**config.mk**
```make
export PLATFORM = sky130hd
export DESIGN_NAME = clk_period_meter
export DESIGN_NICKNAME = d
export VERILOG_FILES = /design/src/rtl/clk_period_meter.sv
export SDC_FILE = /design/constraint.sdc
export NUM_CORES = 1
export LEC_CHECK = 0
export CAP_MARGIN = 5
export CELL_PAD_IN_SITES_DETAIL_PLACEMENT = 2
export CELL_PAD_IN_SITES_GLOBAL_PLACEMENT = 2
export CORE_ASPECT_RATIO = 0.75
export CORE_UTILIZATION = 38
export CTS_CLUSTER_DIAMETER = 150
export DETAILED_ROUTE_END_ITERATION = 6
export GPL_TIMING_DRIVEN = 0
export PLACE_DENSITY = 0.91
export REMOVE_ABC_BUFFERS = 1
export SYNTH_ARGS = -nofsm -noshare
export SYNTH_HDL_FRONTEND = slang
export SYNTH_SLANG_ARGS = --single-unit
export TNS_END_PERCENT = 20
```
**constraint.sdc**
```tcl
create_clock -name I_CLK -period 9.5 [get_ports I_CLK]
set_input_delay 1.9 -clock I_CLK [delete_from_list [all_inputs] [get_ports I_CLK]]
set_output_delay 1.9 -clock I_CLK [all_outputs]
set_load 0.02 [all_outputs]
```
**src/rtl/clk_period_meter.sv**
```systemverilog
// clk_period_meter
// Measures the period and high time of a slow clock (typically a divider
// output) in units of I_CLK cycles, averaged over 2**AVG_LOG2 periods.
// A watchdog aborts the measurement if no rising edge arrives within
// TIMEOUT cycles, so a dead input cannot leave the block busy forever.

module clk_period_meter #(
    parameter int unsigned SYNC_STAGES = 2,
    parameter int unsigned AVG_LOG2    = 2,
    parameter int unsigned TIMEOUT     = 1000000
) (
    input  logic        I_CLK,
    input  logic        Rst,
    input  logic        SIG_IN,
    input  logic        Start,
    output logic [31:0] Period,
    output logic [31:0] High_T,
    output logic        Valid,
    output logic        Timeout,
    output logic        Busy
);

    // Number of rising edges that close one averaged measurement.
    localparam int unsigned AVG_N     = 32'd1 << AVG_LOG2;
    localparam logic [8:0]  AVG_N_W   = 9'(AVG_N);
    // Last watchdog value tolerated before the measurement is aborted.
    localparam logic [31:0] WDOG_LAST = 32'(TIMEOUT - 32'd1);

    typedef enum logic [1:0] {
        ST_IDLE    = 2'd0,
        ST_ARM     = 2'd1,
        ST_MEASURE = 2'd2,
        ST_DONE    = 2'd3
    } state_t;

    state_t                  state_r;
    logic [SYNC_STAGES-1:0]  sync_r;
    logic                    s_d_r;
    logic [8:0]              edge_cnt_r;
    logic [31:0]             total_r;
    logic [31:0]             high_r;
    logic [31:0]             wdog_r;

    logic                    s_s;
    logic                    rise_s;
    logic                    last_rise_s;
    logic                    wdog_exp_s;
    logic [31:0]             total_inc_s;
    logic [31:0]             high_inc_s;
    logic [31:0]             wdog_inc_s;
    logic [8:0]              edge_inc_s;

    // Averaging is a plain truncating divide by the power-of-two window.
    function automatic logic [31:0] avg_shift(input logic [31:0] value);
        return value >> AVG_LOG2;
    endfunction

    // Bring the asynchronous input into the I_CLK domain and keep one
    // delayed copy for rising-edge detection.
    always_ff @(posedge I_CLK or posedge Rst) begin
        if (Rst) begin
            sync_r <= '0;
            s_d_r  <= 1'b0;
        end else begin
            sync_r <= {sync_r[SYNC_STAGES-2:0], SIG_IN};
            s_d_r  <= sync_r[SYNC_STAGES-1];
        end
    end

    // Edge detect and the next-value arithmetic shared by the FSM.
    always_comb begin
        s_s         = sync_r[SYNC_STAGES-1];
        rise_s      = s_s & ~s_d_r;
        total_inc_s = total_r + 32'd1;
        high_inc_s  = high_r + {31'd0, s_s};
        wdog_inc_s  = wdog_r + 32'd1;
        edge_inc_s  = edge_cnt_r + 9'd1;
        wdog_exp_s  = (wdog_r == WDOG_LAST);
        if (rise_s && (edge_inc_s == AVG_N_W)) begin
            last_rise_s = 1'b1;
        end else begin
            last_rise_s = 1'b0;
        end
    end

    // Measurement sequencer; all outputs are registered here.
    always_ff @(posedge I_CLK or posedge Rst) begin
        if (Rst) begin
            state_r    <= ST_IDLE;
            edge_cnt_r <= 9'd0;
            total_r    <= 32'd0;
            high_r     <= 32'd0;
            wdog_r     <= 32'd0;
            Period     <= 32'd0;
            High_T     <= 32'd0;
            Valid      <= 1'b0;
            Timeout    <= 1'b0;
            Busy       <= 1'b0;
        end else begin
            case (state_r)
                ST_IDLE, ST_DONE: begin
                    if (Start) begin
                        state_r    <= ST_ARM;
                        edge_cnt_r <= 9'd0;
                        total_r    <= 32'd0;
                        high_r     <= 32'd0;
                        wdog_r     <= 32'd0;
                        Valid      <= 1'b0;
                        Timeout    <= 1'b0;
                        Busy       <= 1'b1;
                    end else begin
                        state_r <= state_r;
                        Busy    <= 1'b0;
                    end
                end

                ST_ARM: begin
                    if (rise_s) begin
                        // This cycle is t0: the counting window opens here.
                        state_r <= ST_MEASURE;
                        total_r <= 32'd0;
                        high_r  <= 32'd0;
                        wdog_r  <= 32'd0;
                        Busy    <= 1'b1;
                    end else if (wdog_exp_s) begin
                        state_r <= ST_DONE;
                        Timeout <= 1'b1;
                        Valid   <= 1'b0;
                        Busy    <= 1'b0;
                    end else begin
                        wdog_r <= wdog_inc_s;
                        Busy   <= 1'b1;
                    end
                end

                ST_MEASURE: begin
                    total_r <= total_inc_s;
                    high_r  <= high_inc_s;
                    if (last_rise_s) begin
                        // The closing edge's own increments are part of the window.
                        state_r    <= ST_DONE;
                        edge_cnt_r <= edge_inc_s;
                        wdog_r     <= 32'd0;
                        Period     <= avg_shift(total_inc_s);
                        High_T     <= avg_shift(high_inc_s);
                        Valid      <= 1'b1;
                        Busy       <= 1'b0;
                    end else if (rise_s) begin
                        edge_cnt_r <= edge_inc_s;
                        wdog_r     <= 32'd0;
                        Busy       <= 1'b1;
                    end else if (wdog_exp_s) begin
                        state_r <= ST_DONE;
                        Timeout <= 1'b1;
                        Valid   <= 1'b0;
                        Busy    <= 1'b0;
                    end else begin
                        wdog_r <= wdog_inc_s;
                        Busy   <= 1'b1;
                    end
                end

                default: begin
                    state_r <= ST_IDLE;
                    Busy    <= 1'b0;
                end
            endcase
        end
    end

    clk_period_meter_chk u_chk (
        .I_CLK   (I_CLK),
        .Rst     (Rst),
        .Valid   (Valid),
        .Timeout (Timeout),
        .Busy    (Busy)
    );

endmodule

// clk_period_meter_chk
// Output consistency properties for clk_period_meter.

module clk_period_meter_chk (
    input logic I_CLK,
    input logic Rst,
    input logic Valid,
    input logic Timeout,
    input logic Busy
);

    // A measurement ends either with a result or with a timeout, never both.
    a_valid_xor_timeout: assert property (
        @(posedge I_CLK) disable iff (Rst) !(Valid && Timeout)
    );

    // While busy, the status of the previous measurement has been cleared.
    a_busy_clears_status: assert property (
        @(posedge I_CLK) disable iff (Rst) Busy |-> (!Valid && !Timeout)
    );

endmodule
```
# --- Yosys cells after proc, flatten, opt, wreduce, memory -nomap -nowiden ---
# Cells that the tools add are included.
totals:
  register_bits: 173
  elab_cells: 70
  in_bits: 4
  out_inout_bits: 67
classes:
  reduce_logical: 9
  n_addsub: 4
  muxes: 33
  bitwise: 2
  n_eq_ne: 10
op_table:
  columns: ["operator", "count"]
  rows:
  - ["$pmux 32 s3", 3]
  - ["$mux 32", 5]
  - ["$add 32x1->32 const B", 2]
  - ["$add 32x1->32", 1]
  - ["$eq 32x20->1 const B", 1]
  - ["$mux 9", 3]
  - ["$pmux 9 s2", 1]
  - ["$mux 1", 12]
  - ["$mux 2", 5]
  - ["$add 9x1->9 const B", 1]
  - ["$eq 9x3->1 const B", 1]
  - ["$pmux 1 s3", 3]
  - ["$reduce_and 2->1", 4]
  - ["$ne 2x2->1 const B", 3]
  - ["$ne 3x3->1 const B", 2]
  - ["$pmux 2 s3", 1]
  - ["$eq 2x2->1 const B", 2]
  - ["$reduce_and 3->1", 1]
  - ["$eq 2x1->1 const B", 1]
  - ["$logic_not 2->1", 1]
  - ["$reduce_bool 2->1", 1]
  - ["$reduce_or 2->1", 1]
  - ["$and 1x1->1", 1]
  - ["$logic_and 1x1->1", 1]
  - ["$not 1->1", 1]

# --- Depth between registers and ports, before layout ---
# Gate-level depths: netlist (run 1).
logic_depth:
  word_depth: 6
  ltp_mapped: 10
  ltp_nobuf: 7

# --- Least setup slack after synthesis (run 1) ---
# OpenSTA, ideal clock, no wires.
synth_timing:
  path_type: "input port to flip-flop"
  from: "in Start"
  to: "reg wdog_r[28]"
  cell_stages: 7
  path_buffers: 2
  t_required_ns: 9.434
  setup_slack_ns: 5.893
  setup_ns: 0.066
  t_arrival_ns: 3.541
  path_cell_list: "nor2b_4 buf_6 or3_4 or4_1 buf_2 or4_1 nand2_1"
synth_via:
  elab_chain_cells: 1
synth_lines:
  columns: ["item", "line_no", "source"]
  rows:
  - ["start, declared", "15", "input logic Start,"]
  - ["$ne 2x2->1 (no line)", null, null]
  - ["end signal, assigned", "131", "wdog_r <= wdog_inc_s;"]
  - ["end signal, assigned", "158", "wdog_r <= wdog_inc_s;"]
  - ["end, declared", "42", "logic [31:0] wdog_r;"]
# Every way passes these cells.
# A chain may end at the register's enable or synchronous reset.

# --- Worst setup path after layout (run 1) ---
layout_timing:
  from: "in Start"
  to: "reg total_r[26]"
layout_via:
  elab_chain_cells: 2
layout_lines:
  columns: ["item", "line_no", "source"]
  rows:
  - ["$ne 2x2->1 (no line)", null, null]
  - ["$reduce_and 2->1 (no line)", null, null]
  - ["end signal, assigned", "137", "total_r <= total_inc_s;"]
  - ["end, declared", "40", "logic [31:0] total_r;"]
# Every way passes these cells.

==> flow_metrics.tcl, run 1 <==
set metrics [dict create \
    grt_pass1_vias 9058 \
    cts_root_buffer "clkbuf_16" \
    fin_nets 1082 \
    power.leakage_nw 4.57 \
    synth_top_cell_by_area "dfrtp_1" \
    die_height_microns 137 \
    synth-async-reset-ratio 1.00 \
    routedWlPerCell_microns 23.1 \
    synth_fa_ha_area_frac 0.0109 \
    numCtsBuffers 17 \
    critical-path-max-stage-delay_ps 640 \
    syn_avg_cell_area_sq_um 8.86 \
    yosysWarnings 0 \
    crit_buf_inv 2 \
    crit_arrival_ps 4520 \
    crit_path_start "Start" \
    min_path_type "reg2reg" \
    drtAntennaViolNets 0 \
    critPathMaxFanout 61 \
    hold-path-cell-count 0 \
    die_x_microns 181 \
    cts_sinks 173 \
    ys_seq_elements 173 \
    yosysMostFrequentCell "dfrtp_1" \
    path_depth 7 \
    fin_tns_setup_ps 0 \
    io_pins 71 \
    drtIter0Drc 436 \
    period_minus_slack_ps 4170 \
    rsz0062_at_grt "no" \
    cts_hold_buf 0 \
    post-route-drc-count 0 \
    yosysUniqueCellTypes 58 \
    synth_edf_count 0 \
    cp-start-kind "input port" \
    yosys-top-cells-count "dfrtp_1, nand2_1, nor2_1, o21ai_0, clkbuf_1" \
    synth_area_sq_um 9180 \
    r2r_start "state_r[0]" \
    post-route-period-util 0.439 \
    clock_path_buffers 2 \
    worst-slew-pin-transition_ps 1330 \
    htree_levels 4 \
    worstSetupEndpoint "total_r[26]" \
    globalplace.congestion 0.775 \
    synth_top_area_frac 0.471 \
    cp_cell_sequence "clkdlybuf4s50_1, nor2b_4, a21o_4, buf_16, nor2_1, mux2_2, a22o_1" \
    diodes 0 \
    slowest_stage "nor2b_4" \
    port-buffer-count 66 \
    synth_top_family_by_area "simple AND/OR/NAND/NOR gates" \
    dp_hpwl_microns 19400 \
    clk_latency_ps 470 \
    synth_xor_area_frac 0.0610 \
    drive_above_1_share 0.0582 \
    postCtsSetupBuffers 0 \
    relSlewSlack 0.110 \
    area_growth_pct 16.8 \
    via_count 8310 \
    synthSimpleGateAreaFrac 0.234 \
    grt_pass1_wl_microns 52300 \
    initial_utilization 0.393 \
    ir_drop_v 0.000154 \
    critical_path.top_delay_family "buffers and inverters" \
    final_cells 1383 \
    core_area_sq_um 23400 \
    multiInputGateArea_sq_um 4570 \
    report.final.slew_viol_count 0 \
    crit_type "in2reg" \
    grt_usage 0.271 \
    placementRows 48 \
    r2r_end "Period[16]" \
    p_per_area_nw_per_um2 194 \
    required_ps 9850 \
    cts_tree "yes" \
    yosysSeqAreaShare 0.471 \
    finalHoldViolCount 0 \
    cap_violations 0 \
    fillers 2456 \
    dieArea_sq_um 24800 \
    drtPass1Iterations 5 \
    status "completed" \
    synth_compound_area_frac 0.137 \
    synthMuxAreaShare 0.0504 \
    antenna_found_initial 0 \
    vias_per_cell 6.01 \
    synthCells 1036 \
    power_mw 2.08 \
    fin_skew_ps 32.1 \
    clk_pin_slew_worst_paths_ps 70 \
    min_from "sync_r[0]" \
    critPathCaptureType "flop" \
    synthTopCellsByArea "dfrtp_1, o21ai_0, nand2_1, nor2_1, mux2i_1" \
    ys.flop_type "dfrtp_1" \
    fmax_mhz 240 \
    cts_resized 0 \
    r2r_slack_ps 5830 \
    wl_microns 32000 \
    setup_viol 0 \
    grt_max_degree 127 \
    r2r_cells 8 \
    overflow 0 \
    dp.cells 1351 \
    area.sequential_sq_um 4330 \
]
==> worst min-delay path by stage <==
stage,endpoint
floorplan,sync_r[1]
global placement,sync_r[1]
detailed placement,sync_r[1]
CTS,sync_r[1]
global route,sync_r[1]
finish,sync_r[1]
==> power breakdown <==
part	leakage, nW	switching [mW]	total [mW]	internal (mW)
Sequential	2.41	0.0190	0.771	0.752
Clock	0.292	0.342	0.752	0.409
Combinational	1.88	0.426	0.554	0.128
Total	4.57	0.788	2.08	1.29
==> placed cells by master, fill, tap and decap left out, drive strengths merged, types with 16 or more instances in the layout <==
master,Yosys,final
dfrtp,173,173
nand2,138,138
nor2,118,118
o21ai,117,117
clkdlybuf4s50,0,66
nand3,48,48
a21oi,47,47
mux2i,44,44
xor2,40,40
nand4,36,36
nor3,25,25
xnor2,24,24
clkbuf,56,20
inv,14,19
nor4,16,16
==> cell families after synthesis <==
group / after synthesis
AO/OA/AOI/OAI: 220
XOR/XNOR: 64
adder cells (fa/ha/maj): 8
buffers and inverters: 78
flip-flops: 173
multiplexers: 46
other: 1
AND/OR/NAND/NOR: 446
==> stage by stage <==
stage | setup slack [ps] | hold WS, ps | util | instance area [sq um]
floorplan | 2910 | 331 | - | 8930
CTS | 5380 | 370 | 0.459 | 10700
detailed placement | 4940 | 354 | 0.433 | 10100
finish | 5330 | 376 | 0.459 | 10700
global placement | 166 | 334 | 0.426 | 9960
global route | 5250 | 381 | 0.459 | 10700
==> routing by layer <==
| layer | global-route usage | routed length [microns] | vias to the layer above |
|---|---|---|---|
| met4 | 0.0989 | 684 | 0 |
| met5 | 0 | 0 | - |
| met3 | 0.0391 | 961 | 61 |
| met1 | 0.347 | 14200 | 4331 |
| li1 | - | - | 3715 |
| met2 | 0.471 | 16100 | 203 |
==> state kept, by name (all words and copies together) (netlist names), 2 cells and up <==
register,cells
edge_cnt_r,9
state_r,2
wdog_r,32
High_T,30
high_r,32
Period,30
sync_r,2
total_r,32
==> worst register-to-register path, stage by stage, from the launching register on <==
cell,delay (ps)
dfrtp_1,400
inv_1,150
ha_1,890
nand3b_1,490
nor4_2,820
buf_4,330
buf_4,190
nand3_1,150
o21a_1,160
==> area by class of cell <==
type / count / share of cell area
repair buffers: 76 / 0.0734
multi-input cells: 788 / 0.426
inverters: 14 / 0.00560
flip-flops and latches: 173 / 0.404
clock buffers: 20 / 0.0426
clock inverters: 12 / 0.0140
well taps: 300 / 0.0350
Note: power is estimated with default switching activity, not from simulation.
==> run 2, diff against run 1 <==
- CORE_UTILIZATION: 38 -> 37
- PLACE_DENSITY: 0.91 -> 0.89
- clock period: 9.5 -> 4.1 ns (I/O delays scaled with it)
==> flow_metrics.tcl, run 2 (same netlist as run 1, synthesis figures left out) <==
set metrics [dict create \
    antenna_found_initial 1 \
    postCtsSetupBuffers 0 \
    dieArea_sq_um 25500 \
    top_regs "high_r (32), total_r (32), wdog_r (32)" \
    grt_max_degree 121 \
    crit_type "reg2reg" \
    cts_resized 0 \
    vias_per_cell 5.80 \
    clk_latency_ps 460 \
    final_common_cell "dfrtp_1" \
    port-buffer-count 66 \
    drtPass1Iterations 5 \
    area_growth_pct 17.9 \
    cp-start-kind "flop" \
    dp_hpwl_microns 19400 \
    initial_utilization 0.380 \
    post-route-drc-count 0 \
    placementRows 49 \
    layout_common_cells "dfrtp_1, nand2_1, nor2_1, o21ai_0, clkdlybuf4s50_1" \
    multiInputGateArea_sq_um 4570 \
    grt_pass1_wl_microns 51300 \
    critPathMaxFanout 42 \
    numCtsBuffers 17 \
    crit_arrival_ps 3810 \
    status "completed" \
    required_ps 4390 \
    drtAntennaViolNets 0 \
    grt_usage 0.259 \
    drive_above_1_share 0.0591 \
    io_pins 71 \
    fillers 2608 \
    ir_drop_v 0.000335 \
    rsz0062_at_grt "no" \
    power.leakage_nw 4.60 \
    min_path_type "reg2reg" \
    fin_hold_ws_ps 390 \
    finalHoldViolCount 0 \
    critPathCaptureType "flop" \
    overflow 0 \
    die_height_microns 138 \
    wl_microns 31400 \
    via_count 8211 \
    fin_skew_ps 18.6 \
    post-route-period-util 0.858 \
    setup_viol 0 \
    grt_pass1_vias 9107 \
    cap_violations 0 \
    p_per_area_nw_per_um2 457 \
    routedWlPerCell_microns 22.2 \
    worst-slew-pin-transition_ps 1240 \
    clock_path_buffers 2 \
    cts_root_buffer "clkbuf_16" \
    die_x_microns 184 \
    htree_levels 4 \
    core_area_sq_um 24200 \
    area.sequential_sq_um 4330 \
    period_minus_slack_ps 3520 \
    dp.cells 1382 \
    final_cells 1415 \
    clk_pin_slew_worst_paths_ps 80 \
    fmax_mhz 284 \
    fin_tns_setup_ps 0 \
    cts_hold_buf 0 \
    fin_nets 1082 \
    utilization 0.448 \
    cts_tree "yes" \
    cts_sinks 173 \
    relSlewSlack 0.165 \
    drtIter0Drc 480 \
    globalplace.congestion 0.768 \
    report.final.slew_viol_count 0 \
]
[run 2: worst paths after layout]
check                           start          to  slack, ps  cells past startpoint
max in group asynchronous         Rst  High_T[28]       2350                      3
min in group asynchronous         Rst  High_T[10]        790                      2
setup / recovery           state_r[0]   Period[8]        580                      6
setup reg to reg           state_r[0]   Period[8]        580                      6
hold / removal              sync_r[0]   sync_r[1]        390                      0
hold reg to reg             sync_r[0]   sync_r[1]        390                      0
[run 2: layout make-up]
cell class,instances,share of cell area
Antenna cell,1,0.000231
Clock buffer,18,0.0406
Clock inverter,14,0.0210
Inverter,14,0.00555
Multi-Input combinational cell,788,0.422
Sequential cell,173,0.400
Tap cell,331,0.0383
Timing Repair Buffer,76,0.0727
[run 2: through the flow]
stage	setup slack (ps)	total power [mW]	area, sq um
6_report	583	4.94	10800
5_1_grt	360	5.14	10800
4_1_cts	389	4.97	10800
3_5_place_dp	454	3.04	10200
3_3_place_gp	-4780	2.97	10000
2_1_floorplan	-1410	2.60	8930
[run 2: layer usage]
layer,routed length (microns),share of wire,global-route usage,up-vias
li1,-,-,-,3723
met1,13900,0.44,0.328,4259
met2,15800,0.50,0.440,168
met3,885,0.028,0.0429,61
met4,780,0.025,0.0965,0
met5,0,0,0,-
[run 2: where the power goes]
part	switching [mW]	leakage, nW	internal (mW)
logic	0.970	1.88	0.294
clock network	0.785	0.323	1.11
registers	0.0408	2.41	1.74
[run 2: worst max-delay path, stage by stage (launching register included)]
cell	delay (ps)
dfrtp_1	400
inv_1	120
ha_1	830
nand3b_1	480
or4_2	1140
nand2_1	210
o21ai_0	130
==> run 3, diff against run 2 <==
- CELL_PAD_IN_SITES_DETAIL_PLACEMENT: 2 -> 1
==> flow_metrics.tcl, run 3 (same netlist as run 1, synthesis figures left out) <==
set metrics [dict create \
    status "completed" \
    utilization 0.445 \
    grt_max_degree 121 \
    worst-slew-pin-transition_ps 1190 \
    area_growth_pct 17.1 \
    cts_sinks 173 \
    grt_usage 0.200 \
    grt_pass1_vias 7749 \
    vias_per_cell 5.42 \
    post-route-drc-count 0 \
    diodes 0 \
    critical_path.top_delay_family "simple AND/OR/NAND/NOR gates" \
    power.leakage_nw 4.57 \
    ir_drop_v 0.000421 \
    die_x_microns 184 \
    use_met1 0.298 \
    crit_type "reg2reg" \
    finalHoldViolCount 0 \
    p_per_area_nw_per_um2 431 \
    clock_path_buffers 2 \
    critPathCaptureType "flop" \
    fin_tns_setup_ps 0 \
    numCtsBuffers 17 \
    postCtsSetupBuffers 0 \
    io_pins 71 \
    clk_pin_slew_worst_paths_ps 70 \
    cp-start-kind "flop" \
    rsz0062_at_grt "no" \
    area.sequential_sq_um 4330 \
    fmax_mhz 306 \
    layout_common_cells "dfrtp_1, nand2_1, nor2_1, o21ai_0, clkdlybuf4s50_1" \
    core_area_sq_um 24200 \
    drtPass1Iterations 5 \
    dp_hpwl_microns 16000 \
    required_ps 4470 \
    critPathMaxFanout 21 \
    fillers 2833 \
    placementRows 49 \
    fin_skew_ps 9.99 \
    crit_arrival_ps 3640 \
    cts_hold_buf 0 \
    final_common_cell "dfrtp_1" \
    globalplace.congestion 0.768 \
    post-route-period-util 0.797 \
    clk_latency_ps 430 \
    period_minus_slack_ps 3270 \
    relSlewSlack 0.201 \
    wl_microns 24100 \
    dieArea_sq_um 25500 \
    fin_nets 1082 \
    min_path_type "reg2reg" \
    grt-busiest-layer "met2" \
    crit_buf_inv 1 \
    drive_above_1_share 0.0582 \
    report.final.slew_viol_count 0 \
    use_met2 0.301 \
    cp_cell_sequence "inv_1, ha_1, o21ba_2, and2_1, nor2_1, or4_1, nand2_1" \
    grt_pass1_wl_microns 40900 \
    port-buffer-count 66 \
    routedWlPerCell_microns 17.0 \
    grt_use_met3 0.0285 \
    initial_utilization 0.380 \
    antenna_found_initial 0 \
    multiInputGateArea_sq_um 4570 \
    via_count 7655 \
    cts_resized 0 \
    die_height_microns 138 \
    drtIter0Drc 498 \
    overflow 0 \
    drtAntennaViolNets 0 \
    critical-path-max-stage-delay_ps 780 \
    setup_viol 0 \
    power_mw 4.63 \
    slowest_stage "ha_1" \
    cts_root_buffer "clkbuf_16" \
    top_regs "high_r (32), total_r (32), wdog_r (32)" \
    cts_tree "yes" \
    cap_violations 0 \
    htree_levels 4 \
]
## run 3: cell types whose count changed in the layout (fill, tap and decap cells not counted)
cell / before / now
clkinvlp_4: 1 / 2
diode_2: 1 / 0
clkinv_2: 0 / 1
bufinv_16: 5 / 2
clkbuf_8: 1 / 3
inv_6: 6 / 4
## run 3: path summary, 6_finish.rpt
kind                       depth (start not counted)  slack, ps  startpoint    endpoint
setup / recovery                                   7        830  state_r[0]  wdog_r[28]
hold / removal                                     0        390   sync_r[0]   sync_r[1]
setup reg to reg                                   7        830  state_r[0]  wdog_r[28]
hold reg to reg                                    0        390   sync_r[0]   sync_r[1]
max in group asynchronous                          3       2340         Rst  Period[18]
min in group asynchronous                          2        810         Rst   High_T[6]
## run 3: worst register-to-register path: cells and delay by family, from the launching register on
family | cells | cell delay, ps
adder cells (fa/ha/maj) | 1 | 780
flip-flops | 1 | 390
AO/OA/AOI/OAI | 1 | 320
buffers and inverters | 1 | 120
AND/OR/NAND/NOR | 4 | 1600
## run 3: metal layers
metal  part of all wire  up-vias
li1                   -     3718
met1               0.51     3819
met2               0.45      101
met3              0.025       17
met4              0.012        0
met5                  0        -
## run 3: stage by stage
stage	setup WS (ps)	hold slack, ps	std cells	instance area [sq um]
floorplan	-1410	331	975	8930
global placement	-4780	391	1372	10000
detailed placement	624	384	1382	10200
CTS	623	400	1413	10800
global route	588	404	1413	10800
finish	833	386	1413	10800
## run 3: cell type report
class / count / area share
Clock buffer: 20 / 0.0434
Timing Repair Buffer: 76 / 0.0732
Tap cell: 331 / 0.0385
Multi-Input combinational cell: 788 / 0.425
Sequential cell: 173 / 0.403
Clock inverter: 11 / 0.0123
Inverter: 14 / 0.00558
## run 3: power breakdown
group	internal [mW]	switching, mW	leakage (nW)
Sequential	1.74	0.0346	2.41
Clock	0.953	0.719	0.290
Combinational	0.293	0.891	1.88
